`src/rtl/dsm_pkg.sv`:
```
// dsm_pkg: shared types, constants and helpers
// for the second-order delta-sigma modulator.
package dsm_pkg;

  localparam int IN_W       = 16;
  localparam int INT_W      = 24;
  localparam int FIFO_DEPTH = 4;
  localparam int SUM_W      = INT_W + 2;
  localparam int CNT_W      = 11;
  localparam int FS         = 32768;

  localparam logic [IN_W-1:0] MID     = 16'h8000;
  localparam logic [IN_W-1:0] CLIP_LO = 16'h199A;
  localparam logic [IN_W-1:0] CLIP_HI = 16'hE666;

  localparam logic signed [SUM_W-1:0] SAT_MAX =
    SUM_W'((2 ** (INT_W - 1)) - 1);
  localparam logic signed [SUM_W-1:0] SAT_MIN = -SAT_MAX;
  localparam logic signed [SUM_W-1:0] FB_POS  = SUM_W'(FS);
  localparam logic signed [SUM_W-1:0] FB_NEG  = -FB_POS;

  typedef enum logic [1:0] {
    IDLE,
    PRIME,
    RUN
  } state_t;

  typedef struct packed {
    logic                    hit;
    logic signed [INT_W-1:0] v;
  } sat_t;

  typedef struct packed {
    logic            hit;
    logic [IN_W-1:0] v;
  } clip_t;

  function automatic logic [11:0] dec_of(
    input logic [1:0] mode
  );
    logic [11:0] d;
    case (mode)
      2'd0:    d = 12'd256;
      2'd1:    d = 12'd512;
      2'd2:    d = 12'd1024;
      default: d = 12'd2048;
    endcase
    return d;
  endfunction

  function automatic sat_t sat(
    input logic signed [SUM_W-1:0] s
  );
    sat_t r;
    r.hit = 1'b0;
    r.v   = s[INT_W-1:0];
    if (s > SAT_MAX) begin
      r.hit = 1'b1;
      r.v   = SAT_MAX[INT_W-1:0];
    end else if (s < SAT_MIN) begin
      r.hit = 1'b1;
      r.v   = SAT_MIN[INT_W-1:0];
    end
    return r;
  endfunction

  function automatic clip_t clip(
    input logic [IN_W-1:0] d
  );
    clip_t r;
    r.hit = 1'b0;
    r.v   = d;
    if (d < CLIP_LO) begin
      r.hit = 1'b1;
      r.v   = CLIP_LO;
    end else if (d > CLIP_HI) begin
      r.hit = 1'b1;
      r.v   = CLIP_HI;
    end
    return r;
  endfunction

endpackage

```
`src/rtl/dsm_fifo.sv`:
```
// dsm_fifo: small synchronous sample FIFO with
// wrap-bit pointers; no write-to-read bypass.
module dsm_fifo #(
  parameter int W     = 16,
  parameter int DEPTH = 4
) (
  input  logic         clk,
  input  logic         rst_n,
  input  logic         push,
  input  logic         pop,
  input  logic [W-1:0] wdata,
  output logic [W-1:0] rdata,
  output logic         full,
  output logic         empty
);

  localparam int AW = $clog2(DEPTH);

  logic [W-1:0] mem_q [DEPTH];
  logic [AW:0]  wp_q;
  logic [AW:0]  rp_q;
  logic         do_push;
  logic         do_pop;

  assign empty = (wp_q == rp_q);
  assign full  = (wp_q[AW] != rp_q[AW]) &&
                 (wp_q[AW-1:0] == rp_q[AW-1:0]);

  assign do_push = push && !full;
  assign do_pop  = pop && !empty;
  assign rdata   = mem_q[rp_q[AW-1:0]];

  // pointer update on accepted push/pop
  always_ff @(posedge clk or negedge rst_n) begin
    if (!rst_n) begin
      wp_q <= '0;
      rp_q <= '0;
    end else begin
      if (do_push) wp_q <= wp_q + 1'b1;
      if (do_pop)  rp_q <= rp_q + 1'b1;
    end
  end

  // storage write, no reset needed on data
  always_ff @(posedge clk) begin
    if (do_push) mem_q[wp_q[AW-1:0]] <= wdata;
  end

endmodule

```
`src/rtl/dsm2_modulator.sv`:
```
// dsm2_modulator: 2nd-order delta-sigma modulator,
// 16-bit offset-binary PCM in, 1-bit MDAT out.
module dsm2_modulator
  import dsm_pkg::*;
(
  input  logic            MCLK,
  input  logic            RST,
  input  logic [1:0]      MODE,
  input  logic            EN,
  input  logic [IN_W-1:0] DIN,
  input  logic            DIN_VALID,
  output logic            DIN_READY,
  input  logic            CLR_ERR,
  output logic            MDAT,
  output logic            SREQ,
  output logic            UNDERRUN,
  output logic            OVLD
);

  state_t                  state_q;
  logic [1:0]              mode_q;
  logic [CNT_W-1:0]        cnt_q;
  logic [IN_W-1:0]         smp_q;
  logic signed [INT_W-1:0] i1_q;
  logic signed [INT_W-1:0] i2_q;
  logic                    mdat_q;
  logic                    sreq_q;
  logic                    unr_q;
  logic                    unr_d;
  logic                    ovl_q;
  logic                    ovl_d;

  logic                    fifo_full;
  logic                    fifo_empty;
  logic [IN_W-1:0]         fifo_dout;
  logic                    push;
  logic                    pop;
  logic                    wrap;
  logic [11:0]             dec_m1;
  clip_t                   cin;

  logic signed [IN_W:0]    x;
  logic signed [SUM_W-1:0] x_w;
  logic signed [SUM_W-1:0] fb_w;
  logic signed [SUM_W-1:0] i1_w;
  logic signed [SUM_W-1:0] i2_w;
  logic signed [SUM_W-1:0] n1_w;
  logic signed [SUM_W-1:0] sum1;
  logic signed [SUM_W-1:0] sum2;
  sat_t                    s1;
  sat_t                    s2;
  logic                    unr_set;
  logic                    ovl_set;

  dsm_fifo #(
    .W     (IN_W),
    .DEPTH (FIFO_DEPTH)
  ) u_fifo (
    .clk   (MCLK),
    .rst_n (RST),
    .push  (push),
    .pop   (pop),
    .wdata (DIN),
    .rdata (fifo_dout),
    .full  (fifo_full),
    .empty (fifo_empty)
  );

  assign DIN_READY = !fifo_full;
  assign MDAT      = mdat_q;
  assign SREQ      = sreq_q;
  assign UNDERRUN  = unr_q;
  assign OVLD      = ovl_q;

  assign push   = DIN_VALID && !fifo_full;
  assign dec_m1 = dec_of(mode_q) - 12'd1;
  assign wrap   = ({1'b0, cnt_q} == dec_m1);
  assign cin    = clip(fifo_dout);

  assign pop = EN && !fifo_empty &&
               ((state_q == PRIME) ||
                ((state_q == RUN) && wrap));

  // loop arithmetic: two saturating integrators
  always_comb begin
    x    = $signed({1'b0, smp_q}) - $signed({1'b0, MID});
    x_w  = {{(SUM_W-IN_W-1){x[IN_W]}}, x};
    fb_w = mdat_q ? FB_POS : FB_NEG;
    i1_w = {{2{i1_q[INT_W-1]}}, i1_q};
    i2_w = {{2{i2_q[INT_W-1]}}, i2_q};
    sum1 = i1_w + x_w - fb_w;
    s1   = sat(sum1);
    n1_w = {{2{s1.v[INT_W-1]}}, s1.v};
    sum2 = i2_w + n1_w - fb_w - fb_w;
    s2   = sat(sum2);
  end

  // sticky flags: a set event beats CLR_ERR
  always_comb begin
    unr_set = EN && (state_q == RUN) &&
              wrap && fifo_empty;
    ovl_set = (pop && cin.hit) ||
              (EN && (state_q == RUN) &&
               (s1.hit || s2.hit));
    unr_d   = unr_set || (unr_q && !CLR_ERR);
    ovl_d   = ovl_set || (ovl_q && !CLR_ERR);
  end

  // flag registers
  always_ff @(posedge MCLK or negedge RST) begin
    if (!RST) begin
      unr_q <= 1'b0;
      ovl_q <= 1'b0;
    end else begin
      unr_q <= unr_d;
      ovl_q <= ovl_d;
    end
  end

  // sequencer, sample load and loop state
  always_ff @(posedge MCLK or negedge RST) begin
    if (!RST) begin
      state_q <= IDLE;
      mode_q  <= 2'd0;
      cnt_q   <= '0;
      smp_q   <= MID;
      i1_q    <= '0;
      i2_q    <= '0;
      mdat_q  <= 1'b0;
      sreq_q  <= 1'b0;
    end else begin
      sreq_q <= 1'b0;
      if (state_q == IDLE) mode_q <= MODE;
      if (!EN) begin
        state_q <= IDLE;
        mdat_q  <= ~mdat_q;
        i1_q    <= '0;
        i2_q    <= '0;
      end else begin
        unique case (state_q)
          IDLE: begin
            mdat_q  <= ~mdat_q;
            state_q <= PRIME;
          end
          PRIME: begin
            mdat_q <= ~mdat_q;
            if (pop) begin
              smp_q   <= cin.v;
              sreq_q  <= 1'b1;
              cnt_q   <= '0;
              state_q <= RUN;
            end
          end
          RUN: begin
            i1_q   <= s1.v;
            i2_q   <= s2.v;
            mdat_q <= ~s2.v[INT_W-1];
            cnt_q  <= wrap ? '0 : cnt_q + CNT_W'(1);
            if (pop) begin
              smp_q  <= cin.v;
              sreq_q <= 1'b1;
            end
          end
          default: state_q <= IDLE;
        endcase
      end
    end
  end

endmodule
```
`config.mk`:
```
export PLATFORM = sky130hd
export DESIGN_NAME = dsm2_modulator
export DESIGN_NICKNAME = d
export VERILOG_FILES = /design/src/rtl/dsm_pkg.sv /design/src/rtl/dsm_fifo.sv /design/src/rtl/dsm2_modulator.sv
export SDC_FILE = /design/constraint.sdc
export NUM_CORES = 1
export LEC_CHECK = 0
export BUFFER_PORTS_ARGS = -buffer_cell sky130_fd_sc_hd__clkbuf_2
export CAP_MARGIN = 5
export CORE_ASPECT_RATIO = 0.7
export CORE_MARGIN = 2
export CORE_UTILIZATION = 38
export DETAILED_ROUTE_END_ITERATION = 16
export MAX_ROUTING_LAYER = met4
export PLACE_DENSITY_LB_ADDON = 0.2
export SYNTH_ARGS = -nofsm -noshare
export SYNTH_HDL_FRONTEND = slang
export SYNTH_SLANG_ARGS = --single-unit
```
`constraint.sdc`:
```
create_clock -name MCLK -period 14.6 [get_ports MCLK]
set_input_delay 3.65 -clock MCLK [delete_from_list [all_inputs] [get_ports MCLK]]
set_output_delay 3.65 -clock MCLK [all_outputs]
set_load 0.03 [all_outputs]
```
### Word-level counts from Yosys, hierarchy flattened

Memories as Yosys holds them, arrays and structs flattened.
Index checks and enable logic that the tools add are counted.

* register bits after elaboration: 89
* bits in writable memories: 64
* output and inout bits: 5
* word-level logic and storage cells: 99
* memories: 1

* $add $sub $neg: 10
* $lt $le $gt $ge: 6
* equality and inequality tests: 13
* muxes and demuxes: 25
* bitwise gates (word level): 2
* reduce and logical (&&, ||, !) cells: 30

Memory list
* u_fifo.mem_q: words 4, width 16, read ports 1, clocked after memory_dff 0, wr ports 1, line dsm_fifo.sv:19 `logic [W-1:0] mem_q [DEPTH];`

Operators by type and width (number)
* $mux 25: 4
* $mux 24: 4
* $gt 26x24->1 const B: 2
* $lt 26x24->1 const B: 2
* $sub 25x26->26: 2
* $pmux 12 s3: 1
* $mux 17: 2
* $mux 26: 1
* $sub 26x26->26: 1
* $add 24x17->25: 1
* $add 24x24->25: 1
* $mux 11: 2
* $pmux 11 s2: 1
* $sub 16x16->17 const B: 1
* $gt 16x16->1 const B: 1
* $lt 16x13->1 const B: 1
* $logic_and 1x1->1: 14
* $eq 11x12->1: 1
* $sub 12x1->12 const B: 1
* $add 11x1->11 const B: 1
* $add 3x1->3 const B: 2
* $mux 1: 6
* $pmux 2 s3: 1
* $reduce_and 3->1: 2
* other kinds (18): 31

### Longest topological paths before layout

* depth in word-level cells: 16
* depth in mapped cells: 30
* mapped depth without buffers: 25

### Modules after synthesis

A second synthesis with hierarchy kept.

* cells, all modules: 1210
* area total of the unflattened synthesis: 11340.9 µm²

By module, submodules not included
* dsm2_modulator: instances 1, cells each 1075, area each 8510.7 µm², seq. area each 2078.2 µm²
* dsm_fifo: instances 1, cells each 135, area each 2830.2 µm², seq. area each 2072.0 µm²

### Worst setup path after synthesis

No wires, ideal clock.

* path type: register to register
* start point: reg mdat_q (netlist: MDAT)
* end point: reg i2_q[14]
* library setup time: 157 ps
* data arrival time: 7170 ps
* required time: 14443 ps
* path slack: 7274 ps
* stages on the path, launching flop included: 26
* path buffers: 3
* clock period less this slack: 7326 ps
* cell sequence: dfrtp_1 fa_1 ha_1 clkbuf_1 a21o_1 a2111oi_0 or4b_1 nand3_1 nand2b_1 clkinv_1 nor2_1 clkbuf_1 or3_1 fa_1 ha_1 fa_1 nor3b_1 o21ai_1 o211ai_1 a211oi_1 a221o_1 xnor2_1 a21boi_1 nand2_1 clkbuf_1 o311ai_0

* longest elaborated chain between the ends: 13
* elaborated cells on any way between the ends: 15
* those cells by class: 4 x add/sub; 4 x order compare; 7 x mux

RTL lines
* start, declared: line dsm2_modulator.sv:26 `logic mdat_q;`
* start signal, assigned: line dsm2_modulator.sv:136 `mdat_q <= ~mdat_q;`
* start signal, assigned: line dsm2_modulator.sv:142 `mdat_q <= ~mdat_q;`
* start signal, assigned: line dsm2_modulator.sv:146 `mdat_q <= ~mdat_q;`
* $mux 26 (*): line dsm2_modulator.sv:88 `fb_w = mdat_q ? FB_POS : FB_NEG;`
* $sub 25x26->26: line dsm2_modulator.sv:91 `sum1 = i1_w + x_w - fb_w;`
* $lt 26x24->1: line dsm_pkg.sv:60 `end else if (s < SAT_MIN) begin`
* $mux 25: line dsm_pkg.sv:60
* $mux 25: line dsm_pkg.sv:57 `if (s > SAT_MAX) begin`
* $add 24x24->25: line dsm2_modulator.sv:94 `sum2 = i2_w + n1_w - fb_w - fb_w;`
* $sub 25x26->26: line dsm2_modulator.sv:94
* $sub 26x26->26 (*): line dsm2_modulator.sv:94
* $lt 26x24->1: line dsm_pkg.sv:60
* $mux 25: line dsm_pkg.sv:60
* $mux 25 (*): line dsm_pkg.sv:57
* $mux 24 (*): line dsm2_modulator.sv:140 `unique case (state_q)`
* $mux 24 (*): line dsm2_modulator.sv:134 `if (!EN) begin`
* end signal, assigned: line dsm2_modulator.sv:156 `i2_q <= s2.v;`
* end, declared: line dsm2_modulator.sv:25 `logic signed [INT_W-1:0] i2_q;`

Every way passes the cells marked *; elsewhere a longest branch is shown, timed or not. The select of a mux whose other input is x is not followed.
A chain may end at the register's enable or synchronous reset.

### Final worst setup path

* start point: reg mdat_q (netlist: MDAT)
* end point: reg i2_q[10]

Same word-level chain as after synthesis.

==> impl_metrics.tcl <==
set metrics [dict create \
    arrival_ns 8.90 \
    cts_sinks 153 \
    start_kind "register" \
    hold_start "u_fifo.wp_q[2]$_DFFE_PN0P_" \
    cp.required_ns 14.94 \
    syn_to_final_growth_pct 9.712 \
    hold_viol_final 0 \
    routed_wl_um 26450 \
    ys_seq_area_frac 0.3849 \
    hold_depth 1 \
    htreeDepth 4 \
    r2r_end "i2_q[10]$_DFFE_PN0P_" \
    status "complete, no violations" \
    maxSlewViolCount 0 \
    route.detailed.drc 0 \
    yosysWarningCount 0 \
    path_max_fanout 20 \
    rows 51 \
    ios 28 \
    end_kind "register" \
    rsz0062_at_grt "false" \
    skew_ns 0.01896 \
    synth_top_area_frac 0.2042 \
    core_area_mm2 0.02789 \
    dpl.hpwl_um 20220 \
    grt_pass1_wl_um 43540 \
    r2r-start "MDAT$_DFFE_PN0P_" \
    ctsHoldBuffers 0 \
    synth_top_family_by_area "compound AO/OA/AOI/OAI gates" \
    grt.overflow.total 0 \
    cts_root_buf "clkbuf_16" \
    die-width_um 205.3 \
    yosysUniqueCellTypes 85 \
    cp_num_buf_inv 3 \
    final.period_utilization 0.5868 \
    vias 8409 \
    synth_adder_area_share 0.1348 \
    cts_resized 0 \
    yosys.area_share.simple 0.1363 \
    final_nets 1262 \
    first_pass_iters 6 \
    worst_pin_slew_ns 1.081 \
    maxSlewHeadroom 0.2793 \
    fmaxAchievable_mhz 116.7 \
    synthMuxAreaShare 0.04119 \
    crit_family "compound AO/OA/AOI/OAI gates" \
    grt_max_degree 57 \
    cts_setup_buffers 0 \
    portBuffers 27 \
    max-cap-violations 0 \
    worstRegToRegCells 22 \
    hold_path_class "reg -> reg" \
    slowest_delay_ns 1.02 \
    slowest_stage "dfrtp_1" \
    die_area_mm2 0.02976 \
    drt_iter0_markers 665 \
    fin_crit_ns 8.568 \
    track_usage 0.1921 \
    start_util 0.3867 \
    gp_congestion 0.8697 \
    crit_chain "fa_1 -> ha_1 -> a21o_1 -> a2111oi_0 -> or4b_1 -> nand3_1 -> nand2b_1 -> clkinv_1 -> nand2b_1 -> a21oi_1 -> inv_1 -> fa_1 -> ha_1 -> inv_1 -> nor3_1 -> and2_1 -> o21ai_0 -> a211oi_1 -> a2bb2oi_1 -> a21boi_1 -> nand2_1 -> o311ai_1" \
    synth_cells 1125 \
    synth_async_sr_flop_share 0.5817 \
    n_antenna_cell 0 \
    wl_per_cell_um 17.44 \
    synth_area_mm2 0.01078 \
    r2r_setup_slack_ns 6.03 \
    cts_tree "yes" \
    clock_latency_ns 0.45 \
    ys_ff_latch 153 \
    setup_viol 0 \
    via_per_inst 5.543 \
    synth_xor_area_frac 0.03249 \
    holdPathEnd "u_fifo.wp_q[2]$_DFFE_PN0P_" \
    synth-main-ff-cell "dfrtp_1" \
    synth-compound-area-share 0.2055 \
    place_area_mm2 0.01125 \
    die_h_um 144.9 \
    syn_area_per_cell_um2 9.585 \
    synth_top_cell_by_area "dfrtp_1" \
    synth_common_cells "inv_1, a21oi_1, nand2_1" \
    yosysMostFrequentCell "inv_1" \
    synth_fp_nets 1254 \
    grt_pass1_vias 7889 \
    ant_nets 0 \
    drive_gt1_frac 0.1021 \
    cts.path.max_buffers 2 \
    design_area_mm2 0.01183 \
    clk_pin_slew_ns 0.07 \
    cts_buffers 17 \
    tns_ns 0 \
    critical_path_class "reg -> reg" \
    final_core_util 0.4242 \
    synth_edf_count 64 \
    antenna_found_initial 0 \
    synthTopCellsByArea "dfrtp_1, edfxtp_1, ha_1" \
]
[metal layers]
layer	wire, um	part of all wire	track usage	vias to the layer above
met3	1743	0.066	0.04178	19
met2	10410	0.39	0.2441	236
met1	14090	0.53	0.3053	4043
li1	-	-	-	4111
met5	0	0	-	-
met4	208	0.0079	0.03813	0
[stage by stage]
stage | worst slack (ns) | hold slack [ns] | std cells
floorplan | 7.274 | 0.4556 | 1125
global placement | 6.365 | 0.4744 | 1485
detailed placement | 6.098 | 0.4808 | 1485
CTS | 6.130 | 0.4953 | 1517
global route | 5.337 | 0.5167 | 1517
finish | 6.032 | 0.4923 | 1517
[placed cells by master (no fill, tap or decap), types with 7 or more instances in the layout]
master	n
o21ai_0	75
and3_1	14
a21oi_1	106
and2_1	11
fa_1	17
nor2_1	53
nor3_1	26
nand2b_1	12
o211ai_1	18
clkbuf_2	26
nor2b_1	10
nand3_1	19
nand2_1	93
ha_1	88
mux4_2	16
o311ai_1	8
inv_1	130
a21o_1	19
buf_4	10
clkbuf_16	17
or2_2	7
edfxtp_1	64
xnor2_1	20
or3_1	10
xor2_1	20
dfrtp_1	88
a211oi_1	7
o211ai_2	8
nor4_1	7
[logic make-up after synthesis]
family | after synthesis
AOI/OAI and AO/OA | 333
and+or+nand+nor | 290
buffers and inverters | 179
DFF | 153
adders and majority gates | 106
xor gates and xnor gates | 40
muxes | 24
[state kept, by name (all words and copies together) (netlist names), 3 cells and up]
| signal | cells |
|---|---|
| cnt_q | 11 |
| i1_q | 24 |
| i2_q | 24 |
| smp_q | 16 |
| u_fifo.mem_q | 64 |
| u_fifo.rp_q | 3 |
| u_fifo.wp_q | 3 |
[worst max-delay path by stage]
stage	start	endpoint	slack (ns)	cells after the start
6_report	MDAT$_DFFE_PN0P_	i2_q[10]$_DFFE_PN0P_	6.03	22
4_1_cts	MDAT$_DFFE_PN0P_	i2_q[9]$_DFFE_PN0P_	6.13	22
2_1_floorplan	MDAT$_DFFE_PN0P_	i2_q[14]$_DFFE_PN0P_	7.27	25
3_3_place_gp	MDAT$_DFFE_PN0P_	i2_q[20]$_DFFE_PN0P_	6.36	22
3_5_place_dp	MDAT$_DFFE_PN0P_	i2_q[9]$_DFFE_PN0P_	6.10	22
5_1_grt	MDAT$_DFFE_PN0P_	i2_q[9]$_DFFE_PN0P_	5.34	22
[final cells by class]
class | count | area (um^2)
multi-input combinational | 793 | 5937
timing repair buffer | 36 | 205.2
sequential | 153 | 4150
inverter | 132 | 495.5
clock inverter | 15 | 152.6
clock buffer | 17 | 425.4
tap | 371 | 464.2
fill | 2681 | 16060
Power is not shown: default switching activity piles up to over one toggle a cycle in this logic, so the estimate is an artifact.
